### src/rtl/vram_line_fetch_if.sv
// rtl/vram_line_fetch_if.sv - VRAM port B and pixel word stream bundle
//
// Purpose: groups the read port of the dual-port video RAM with the word
// stream that feeds the pixel serializer.
//
// Signals:
//   vram_addr  : word address to VRAM port B (fetch engine -> RAM)
//   vram_we    : port B write enable, always low from the fetch engine
//   vram_wdata : port B write data, always zero from the fetch engine
//   vram_q     : port B read data, one cycle after vram_addr (RAM -> engine)
//   px_data    : stream word, FIFO head (engine -> serializer)
//   px_valid   : stream word valid (engine -> serializer)
//   px_ready   : serializer accepts the word (serializer -> engine)
//
// Modports: master = fetch engine, slave = RAM plus serializer side.
interface vram_line_fetch_if #(
  parameter int ADDR_W = 16,
  parameter int DATA_W = 32
);
  logic [ADDR_W-1:0] vram_addr;
  logic              vram_we;
  logic [DATA_W-1:0] vram_wdata;
  logic [DATA_W-1:0] vram_q;
  logic [DATA_W-1:0] px_data;
  logic              px_valid;
  logic              px_ready;

  modport master (
    output vram_addr, vram_we, vram_wdata, px_data, px_valid,
    input  vram_q, px_ready
  );

  modport slave (
    input  vram_addr, vram_we, vram_wdata, px_data, px_valid,
    output vram_q, px_ready
  );
endinterface

### src/rtl/vram_line_fetch.sv
// rtl/vram_line_fetch.sv - scanline read engine for VRAM port B with output FIFO
//
// Purpose: on a start pulse, reads LINE_WORDS consecutive words from VRAM
// port B beginning at base_addr, absorbs the one-cycle RAM read latency and
// buffers the words in a FIFO_DEPTH-entry FIFO that drives a valid/ready
// word stream to the pixel serializer.
//
// Ports:
//   clock     : single clock, rising edge
//   reset_n   : synchronous active-low reset
//   start     : one-cycle pulse, begins (or restarts) a line fetch
//   base_addr : first word address, sampled with start
//   bus       : vram_line_fetch_if master (VRAM port B + pixel stream)
//   busy      : line in progress, drops in the cycle of the last handshake
//   done      : one-cycle pulse on the pop of the last word of a line
//   underrun  : sticky, consumer was ready on an empty FIFO mid-line
//
// Optional feature: define VRAM_FETCH_WRAP_EN to keep the address walk inside
// the WRAP_MASK window selected by base_addr; otherwise the address simply
// increments modulo 2**ADDR_W.
module vram_line_fetch #(
  parameter int                ADDR_W     = 16,
  parameter int                DATA_W     = 32,
  parameter int                LINE_WORDS = 160,
  parameter int                FIFO_DEPTH = 8,
  parameter logic [ADDR_W-1:0] WRAP_MASK  = 16'h3FFF
) (
  input  logic                     clock,
  input  logic                     reset_n,
  input  logic                     start,
  input  logic [ADDR_W-1:0]        base_addr,
  vram_line_fetch_if.master        bus,
  output logic                     busy,
  output logic                     done,
  output logic                     underrun
);

  localparam int PTR_W = $clog2(FIFO_DEPTH);
  localparam int CNT_W = PTR_W + 1;
  localparam int ISS_W = $clog2(LINE_WORDS + 1);

  typedef enum logic [1:0] {IDLE, FETCH, DRAIN} state_t;

  state_t            state;
  logic [ADDR_W-1:0] addr;
  logic [ADDR_W-1:0] addr_next;
  logic [ISS_W-1:0]  issued;
  logic              in_flight;
  logic              popped_any;
  logic [DATA_W-1:0] mem [FIFO_DEPTH];
  logic [PTR_W-1:0]  wr_ptr;
  logic [PTR_W-1:0]  rd_ptr;
  logic [CNT_W-1:0]  fill;
  logic              issue;
  logic              push;
  logic              pop;
  logic              last_pop;

`ifdef VRAM_FETCH_WRAP_EN
  // Bits outside the window stay fixed, so the walk wraps inside the
  // window that base_addr selects.
  assign addr_next = (addr & ~WRAP_MASK) | ((addr + ADDR_W'(1)) & WRAP_MASK);
`else
  assign addr_next = addr + ADDR_W'(1);
  // WRAP_MASK has no role in linear mode.
  logic unused_wrap_mask;
  assign unused_wrap_mask = ^WRAP_MASK;
`endif

  // Port B is read-only from this block.
  assign bus.vram_addr  = addr;
  assign bus.vram_we    = 1'b0;
  assign bus.vram_wdata = '0;

  assign bus.px_valid = (fill != '0);
  assign bus.px_data  = bus.px_valid ? mem[rd_ptr] : '0;

  // A read only issues when the FIFO can take it next cycle even with
  // no pop, so the push that follows never lands in a full FIFO.
  assign issue = (state == FETCH) && (int'(issued) < LINE_WORDS) &&
                 (int'(fill) + int'(in_flight) < FIFO_DEPTH);

  // A start discards the word returning this cycle.
  assign push = in_flight && reset_n && !start;
  assign pop  = bus.px_valid && bus.px_ready;

  // done/busy must move in the same cycle as the final handshake, so they
  // are decoded from the handshake rather than registered.
  assign last_pop = (state == DRAIN) && pop && (fill == CNT_W'(1)) && !in_flight;
  assign done     = last_pop;
  assign busy     = (state != IDLE) && !last_pop;

  always_ff @(posedge clock) begin
    if (push) begin
      mem[wr_ptr] <= bus.vram_q;
    end
  end

  always_ff @(posedge clock) begin
    if (!reset_n) begin
      state      <= IDLE;
      addr       <= '0;
      issued     <= '0;
      in_flight  <= 1'b0;
      popped_any <= 1'b0;
      wr_ptr     <= '0;
      rd_ptr     <= '0;
      fill       <= '0;
      underrun   <= 1'b0;
    end else if (start) begin
      // Same handling from IDLE or mid-line: an active line is abandoned.
      state      <= FETCH;
      addr       <= base_addr;
      issued     <= '0;
      in_flight  <= 1'b0;
      popped_any <= 1'b0;
      wr_ptr     <= '0;
      rd_ptr     <= '0;
      fill       <= '0;
      underrun   <= 1'b0;
    end else begin
      in_flight <= issue;
      if (issue) begin
        addr   <= addr_next;
        issued <= issued + ISS_W'(1);
      end
      if (push) begin
        wr_ptr <= wr_ptr + PTR_W'(1);
      end
      if (pop) begin
        rd_ptr     <= rd_ptr + PTR_W'(1);
        popped_any <= 1'b1;
      end
      case ({push, pop})
        2'b10:   fill <= fill + CNT_W'(1);
        2'b01:   fill <= fill - CNT_W'(1);
        default: fill <= fill;
      endcase
      if ((state == FETCH) && bus.px_ready && !bus.px_valid && popped_any) begin
        underrun <= 1'b1;
      end
      case (state)
        FETCH: begin
          if (issue && (int'(issued) + 1 == LINE_WORDS)) begin
            state <= DRAIN;
          end
        end
        DRAIN: begin
          if (last_pop) begin
            state <= IDLE;
          end
        end
        default: state <= state;
      endcase
    end
  end

endmodule

### src/flat_wrapper.sv
// flat-port wrapper written by rule: the top's interface ports become plain ports
module vram_line_fetch_flat 
#(
  parameter int                ADDR_W     = 16,
  parameter int                DATA_W     = 32,
  parameter int                LINE_WORDS = 160,
  parameter int                FIFO_DEPTH = 8,
  parameter logic [ADDR_W-1:0] WRAP_MASK  = 16'h3FFF
)
  (clock, reset_n, start, base_addr, busy, done, underrun, bus_vram_addr, bus_vram_we, bus_vram_wdata, bus_px_data, bus_px_valid, bus_vram_q, bus_px_ready);
  vram_line_fetch_if #(.ADDR_W(ADDR_W), .DATA_W(DATA_W)) bus_i ();
  input  logic clock;
  input  logic reset_n;
  input  logic start;
  input  logic [ADDR_W-1:0] base_addr;
  output logic busy;
  output logic done;
  output logic underrun;
  output wire logic [$bits(bus_i.vram_addr)-1:0] bus_vram_addr;
  output wire logic [$bits(bus_i.vram_we)-1:0] bus_vram_we;
  output wire logic [$bits(bus_i.vram_wdata)-1:0] bus_vram_wdata;
  output wire logic [$bits(bus_i.px_data)-1:0] bus_px_data;
  output wire logic [$bits(bus_i.px_valid)-1:0] bus_px_valid;
  input wire logic [$bits(bus_i.vram_q)-1:0] bus_vram_q;
  input wire logic [$bits(bus_i.px_ready)-1:0] bus_px_ready;
  assign bus_vram_addr = bus_i.vram_addr;
  assign bus_vram_we = bus_i.vram_we;
  assign bus_vram_wdata = bus_i.vram_wdata;
  assign bus_px_data = bus_i.px_data;
  assign bus_px_valid = bus_i.px_valid;
  assign bus_i.vram_q = bus_vram_q;
  assign bus_i.px_ready = bus_px_ready;
  vram_line_fetch #(.ADDR_W(ADDR_W), .DATA_W(DATA_W), .LINE_WORDS(LINE_WORDS), .FIFO_DEPTH(FIFO_DEPTH), .WRAP_MASK(WRAP_MASK)) u_core (.clock(clock), .reset_n(reset_n), .start(start), .base_addr(base_addr), .bus(bus_i), .busy(busy), .done(done), .underrun(underrun));
endmodule
### config.mk
export PLATFORM = sky130hd
export DESIGN_NAME = vram_line_fetch_flat
export DESIGN_NICKNAME = d
export VERILOG_FILES = /design/src/rtl/vram_line_fetch_if.sv /design/src/rtl/vram_line_fetch.sv /design/src/flat_wrapper.sv
export SDC_FILE = /design/constraint.sdc
export NUM_CORES = 1
export LEC_CHECK = 0
export CAP_MARGIN = 20
export CORE_ASPECT_RATIO = 2
export CORE_MARGIN = 2
export CORE_UTILIZATION = 30
export DETAILED_ROUTE_END_ITERATION = 8
export DONT_BUFFER_PORTS = 1
export HOLD_SLACK_MARGIN = 0.02
export SYNTH_ARGS = -nofsm -noshare
export SYNTH_HDL_FRONTEND = slang
export SYNTH_SLANG_ARGS = --single-unit
export TNS_END_PERCENT = 100
### constraint.sdc
create_clock -name clock -period 7.4 [get_ports clock]
set_input_delay 1.48 -clock clock [delete_from_list [all_inputs] [get_ports clock]]
set_output_delay 1.48 -clock clock [all_outputs]
set_load 0.05 [all_outputs]
# Word-level counts from Yosys, hierarchy flattened
# Memories as Yosys holds them, arrays and structs flattened. A register that Yosys moved wholly into a read port is not among the register bits.
# Cells that the tools add are included.
word_totals:
  reg_bits: 39
  latchBits: 0
  mem_bits_rw: 256
  mem_bits_ro: 0
  inputBits: 52
  output_inout_bits: 85
  wordCells: 70
  mem_count: 1
memory_table:
  columns: ["name", "depth", "width", "rd", "rd_clocked_by_memory_dff", "write_ports", "line_no", "text"]
  rows:
  - ["u_core.mem", 8, 32, 1, 1, 1, "vram_line_fetch.sv:50", "logic [DATA_W-1:0] mem [FIFO_DEPTH];"]
classes:
  add_sub_neg: 8
  multipliers: 0
  div_mod_pow: 0
  magnitude_cmp: 2
  eq_ne: 10
  shifts: 0
  muxes: 12
  n_bitwise: 1
  reduce_logical: 26
ops:
  columns: ["operator", "n"]
  rows:
  - ["== test 32 x 9 -> 1 bit (second input constant)", 1]
  - ["< comparator 32 x 5 -> 1 bit (second input constant)", 1]
  - ["2-to-1 mux 16 bit", 2]
  - ["2-to-1 mux 32 bit", 1]
  - ["adder 16 x 1 -> 16 bit (second input constant)", 1]
  - ["logical AND 1 bit", 13]
  - ["adder 8 x 1 -> 9 bit (second input constant)", 1]
  - ["adder 8 x 1 -> 8 bit (second input constant)", 1]
  - ["< comparator 8 bit (second input constant)", 1]
  - ["case mux 4 bit (2 select lines)", 1]
  - ["nonzero test 2 bit", 4]
  - ["adder 3 x 1 -> 3 bit (second input constant)", 2]
  - ["2-to-1 mux 3 bit", 2]
  - ["AND reduction 3 bit", 2]
  - ["adder 4 x 1 -> 5 bit", 1]
  - ["adder 4 x 1 -> 4 bit (second input constant)", 1]
  - ["== test 2 x 1 -> 1 bit (second input constant)", 2]
  - ["== test 2 bit (second input constant)", 2]
  - ["== test 4 x 1 -> 1 bit (second input constant)", 1]
  - ["zero test 1 bit", 4]
  - ["2-to-1 mux 2 bit", 2]
  - ["case mux 2 bit (2 select lines)", 1]
  - ["nonzero test 4 bit", 1]
  - ["subtractor 4 x 1 -> 4 bit (second input constant)", 1]
  - ["8 further kinds", 10]

# Depth between registers and ports, before layout
depth:
  ltp_word: 8
  mapped_depth: 12
  mapped_depth_nobuf: 10

# Worst setup path after synthesis
# OpenSTA, ideal clock, no wires.
synth_timing:
  path_type: "input-to-reg"
  startpoint: "input port start"
  endpoint: "memory u_core.mem[2][0] (enable)"
  setup_time_ps: 513
  arrival_time_ps: 5433
  path_slack_ps: 1454
  cell_stages: 4
  n_path_buf: 1
  path_cell_list: "clkbuf_1 > nor2b_1 > nand2_1 > nor4b_1"
synth_between:
  elab_chain_cells: 4
synth_lines:
  columns: ["element", "line_no", "text"]
  rows:
  - ["from (decl)", "flat_wrapper.sv:14", "input logic start;"]
  - ["zero test 1 bit", "vram_line_fetch.sv:84", "assign push = in_flight && reset_n && !start;"]
  - ["logical AND 1 bit", "vram_line_fetch.sv:84", null]
  - ["2-to-1 mux 1 bit", "vram_line_fetch.sv:94", "if (push) begin"]
  - ["2-to-1 mux 1 bit (implied by the code)", "vram_line_fetch.sv:95", "mem[wr_ptr] <= bus.vram_q;"]
  - ["to (decl)", "vram_line_fetch.sv:50", null]
# No other way between the ends.

==> impl_metrics.env <==
export IMPL_outcome="finished, final reports clean"
export IMPL_rsz0062_at_grt="false"
export IMPL_cts_htree_levels=1
export IMPL_post_cts_resize_count=0
export IMPL_holdBufCountCts=0
export IMPL_cts_sinks=298
export IMPL_synth_area_per_cell_sq_um=17.6
export IMPL_tightest_slew_ns=1.12
export IMPL_vias=5973
export IMPL_cts_tree="yes"
export IMPL_firstDrtPassIters=4
export IMPL_cpPeakStageDelay_ns=0.86
export IMPL_timing_fmax_ghz=0.210
export IMPL_synthMuxAreaShare_pct=15.1
export IMPL_setup_viol=0
export IMPL_ys_warn_count=0
export IMPL_grt_pass1_vias=6470
export IMPL_power_density_nw_per_um2=251
export IMPL_root_buffer="clkbuf_16"
export IMPL_drc=0
export IMPL_io_pins=137
export IMPL_crit_slowest_cell="dfxtp_4"
export IMPL_grt_util_met2_pct=24.2
export IMPL_synthArstFlopShare_pct=0
export IMPL_area_growth_pct=12.1
export IMPL_synth_compound_area_share_pct=3.16
export IMPL_crit_family="flip-flops"
export IMPL_pwr_share_clk_pct=42.6
export IMPL_worstPathRequired_ns=5.92
export IMPL_cap_violations=0
export IMPL_drtIter0Drc=269
export IMPL_path_clk_slew_ns=0.07
export IMPL_finalMaxSlewViolations=0
export IMPL_min_path_type="reg -> reg"
export IMPL_max_slew_margin_pct=24.9
export IMPL_cts_setup_buffers=0
export IMPL_detail_route_wirelength_um=25800
export IMPL_critPathKind="reg -> out"
export IMPL_r2r_end="u_core.fill[3]$_SDFFE_PP0P_"
export IMPL_tns_ns=0
export IMPL_dp_hpwl_um=15200
export IMPL_grt_busiest_layer="met2"
export IMPL_die_width_um=146
export IMPL_wl_per_cell_um=20.8
export IMPL_vias_per_cell=4.82
export IMPL_reg2reg_from="u_core.fill[0]$_SDFFE_PP0P_"
export IMPL_synth_main_ff_cell="edfxtp_1"
export IMPL_final_nets=752
export IMPL_layout_cells_non_filler=1239
export IMPL_p_int_uw=2670
export IMPL_clk_latency_ns=0.55
export IMPL_drt_antenna_violating_nets=0
export IMPL_cts_buffers=28
export IMPL_crit_chain="buf_4 -> mux4_2 -> mux2i_1 -> nor2_1"
export IMPL_core_rowCount=103
export IMPL_use_met1_pct=12.3
export IMPL_synthAdderAreaFrac_pct=0.831
export IMPL_leakage_uw=0.00403
export IMPL_design_core_area_sq_um=39600
export IMPL_die_area_sq_um=41900
export IMPL_synth_xor_area_share_pct=0.945
export IMPL_fin_worst_skew_ns=0.0139
export IMPL_utilization_pct=34.2
export IMPL_ys_ff_latch=298
export IMPL_rrSetupSlack_ns=4.06
export IMPL_synth_top_family_by_area="multiplexers"
export IMPL_grt_antenna_before_repair=0
export IMPL_crit_arrival_ns=3.28
export IMPL_antenna_cells=0
export IMPL_cts_buffer_depth=3
export IMPL_crit_cells=4
export IMPL_grtUsageTotal_pct=12.4
export IMPL_grt_remaining_overflow=0
export IMPL_vdd_ir_drop_worst_mv=0.151
export IMPL_synth_simple_area_share_pct=5.79
export IMPL_syn_cell_area_sq_um=12100
export IMPL_min_period_ns=4.76
export IMPL_ys_seq_area_share_pct=70.8
export IMPL_hold_viol=0
export IMPL_synth_edf_count=256
export IMPL_critPathLaunchType="flop"
export IMPL_switching_share_pct=21.4
export IMPL_gp_congestion=0.761
export IMPL_grt_met3_usage_pct=3.31
export IMPL_grt_pass1_wl_um=39300
export IMPL_portBuffers=0
export IMPL_end_kind="output port"
export IMPL_layout_drive_gt1_share_pct=19.3
export IMPL_post_route_period_util_pct=64.4
export IMPL_crit_fanout=36
export IMPL_syn_inst=685
export IMPL_critical_path_endpoint="bus_px_data[13]"
export IMPL_die_y_um=287
export IMPL_fillers=3772
export IMPL_grt_max_degree=65
export IMPL_yosysUniqueCellTypes=49
export IMPL_critical_path_buf_inv_count=1
export IMPL_start_util_pct=30.5
export IMPL_power_switching_uw=727
export IMPL_dp_cells=1187
export IMPL_power_frac_seq_pct=54.9
export IMPL_p_comb_share_pct=2.5
export IMPL_reg2regPathDepth=10
[cell type report]
type                       instances  area [sq um]  area share (%)
clock buffer                      33           741            5.48
clock inverter                    19           181            1.34
inverter                           6          22.5           0.167
multi-input combinational        347          3290            24.4
sequential                       298          8540            63.2
tap                              525           657            4.86
timing repair buffer              11          82.6           0.611
[placed cells by master, fill, tap and decap left out, types with 7 or more instances in the layout]
master / synthesis / layout
edfxtp_1: 256 / 256
clkbuf_16: 0 / 29
nor2_1: 53 / 52
a31oi_1: 7 / 7
ha_1: 8 / 8
dfxtp_1: 42 / 39
nand3_1: 12 / 12
nand2_1: 14 / 14
buf_4: 33 / 11
o21ai_0: 18 / 18
or3_1: 7 / 7
xor2_1: 8 / 8
conb_1: 1 / 33
mux4_2: 64 / 64
mux2i_1: 38 / 38
a21oi_1: 10 / 10
[metrics by stage]
step | setup slack (ns) | power (uW) | cell area (sq um) | hold slack (ns)
after floorplan | 1.45 | 1990 | 12200 | 0.440
after global placement | 3.02 | 1980 | 12600 | 0.454
after detailed placement | 3.04 | 1990 | 12600 | 0.453
after CTS | 2.42 | 3440 | 13500 | 0.474
after global routing | 2.32 | 3510 | 13500 | 0.517
final | 2.64 | 3400 | 13500 | 0.470
[registers in the layout, indices dropped and copies added, names as in the netlist, named ones only]
register / cells
u_core.mem: 256
u_core.bus.vram_addr: 16
u_core.issued: 8
u_core.fill: 4
u_core.rd_ptr: 3
u_core.wr_ptr: 3
u_core.state: 2
u_core.in_flight: 1
u_core.popped_any: 1
u_core.underrun: 1
[kinds of logic (layout without fill, tap and decap cells)]
logic type	after synthesis	after routing
buffers and inverters	72	69
AND/OR/NAND/NOR	132	132
flip-flops	298	298
XOR/XNOR	13	13
multiplexers	102	102
AO/OA/AOI/OAI	59	59
other	1	33
adder cells (fa/ha/maj)	8	8
[power by group through the flow]
stage,Clock (uW),Combinational [uW],Sequential (uW)
3_5_place_dp,0,85.0,1900
3_3_place_gp,0,84.3,1900
4_1_cts,1490,85.3,1860
6_report,1450,84.6,1860
2_1_floorplan,0,92.9,1900
5_1_grt,1550,91.2,1860
[cells in the mapped netlist (7+ instances only)]
library cell / n / area (sq um)
buf_2: 9 / 45.0
or3_1: 7 / 43.8
nand3_1: 12 / 60.1
mux4_2: 64 / 1440
buf_4: 33 / 248
dfxtp_1: 42 / 841
a31oi_1: 7 / 43.8
edfxtp_1: 256 / 7690
mux2i_1: 38 / 380
clkbuf_1: 20 / 75.1
xor2_1: 8 / 70.1
nand2_1: 14 / 52.6
ha_1: 8 / 100
a21oi_1: 10 / 50.1
o21ai_0: 18 / 90.1
nor2_1: 53 / 199
[per-layer routing]
layer  wire length [um]  part of all wire (%)
met4                756                   2.9
met3               1650                   6.4
met1               9100                    35
met5                  0                     0
met2              14300                    55
[how the worst min path moves through the flow]
stage,from,to,slack (ns),depth (start not counted)
after floorplan,u_core.popped_any$_SDFFE_PP0N_,u_core.popped_any$_SDFFE_PP0N_,0.44,1
after global placement,u_core.popped_any$_SDFFE_PP0N_,u_core.popped_any$_SDFFE_PP0N_,0.45,1
after detailed placement,u_core.popped_any$_SDFFE_PP0N_,u_core.popped_any$_SDFFE_PP0N_,0.45,1
after CTS,u_core.popped_any$_SDFFE_PP0N_,u_core.popped_any$_SDFFE_PP0N_,0.47,1
after global routing,u_core.popped_any$_SDFFE_PP0N_,u_core.popped_any$_SDFFE_PP0N_,0.52,1
final,u_core.popped_any$_SDFFE_PP0N_,u_core.popped_any$_SDFFE_PP0N_,0.47,1
(Power assumes the default switching activity.)
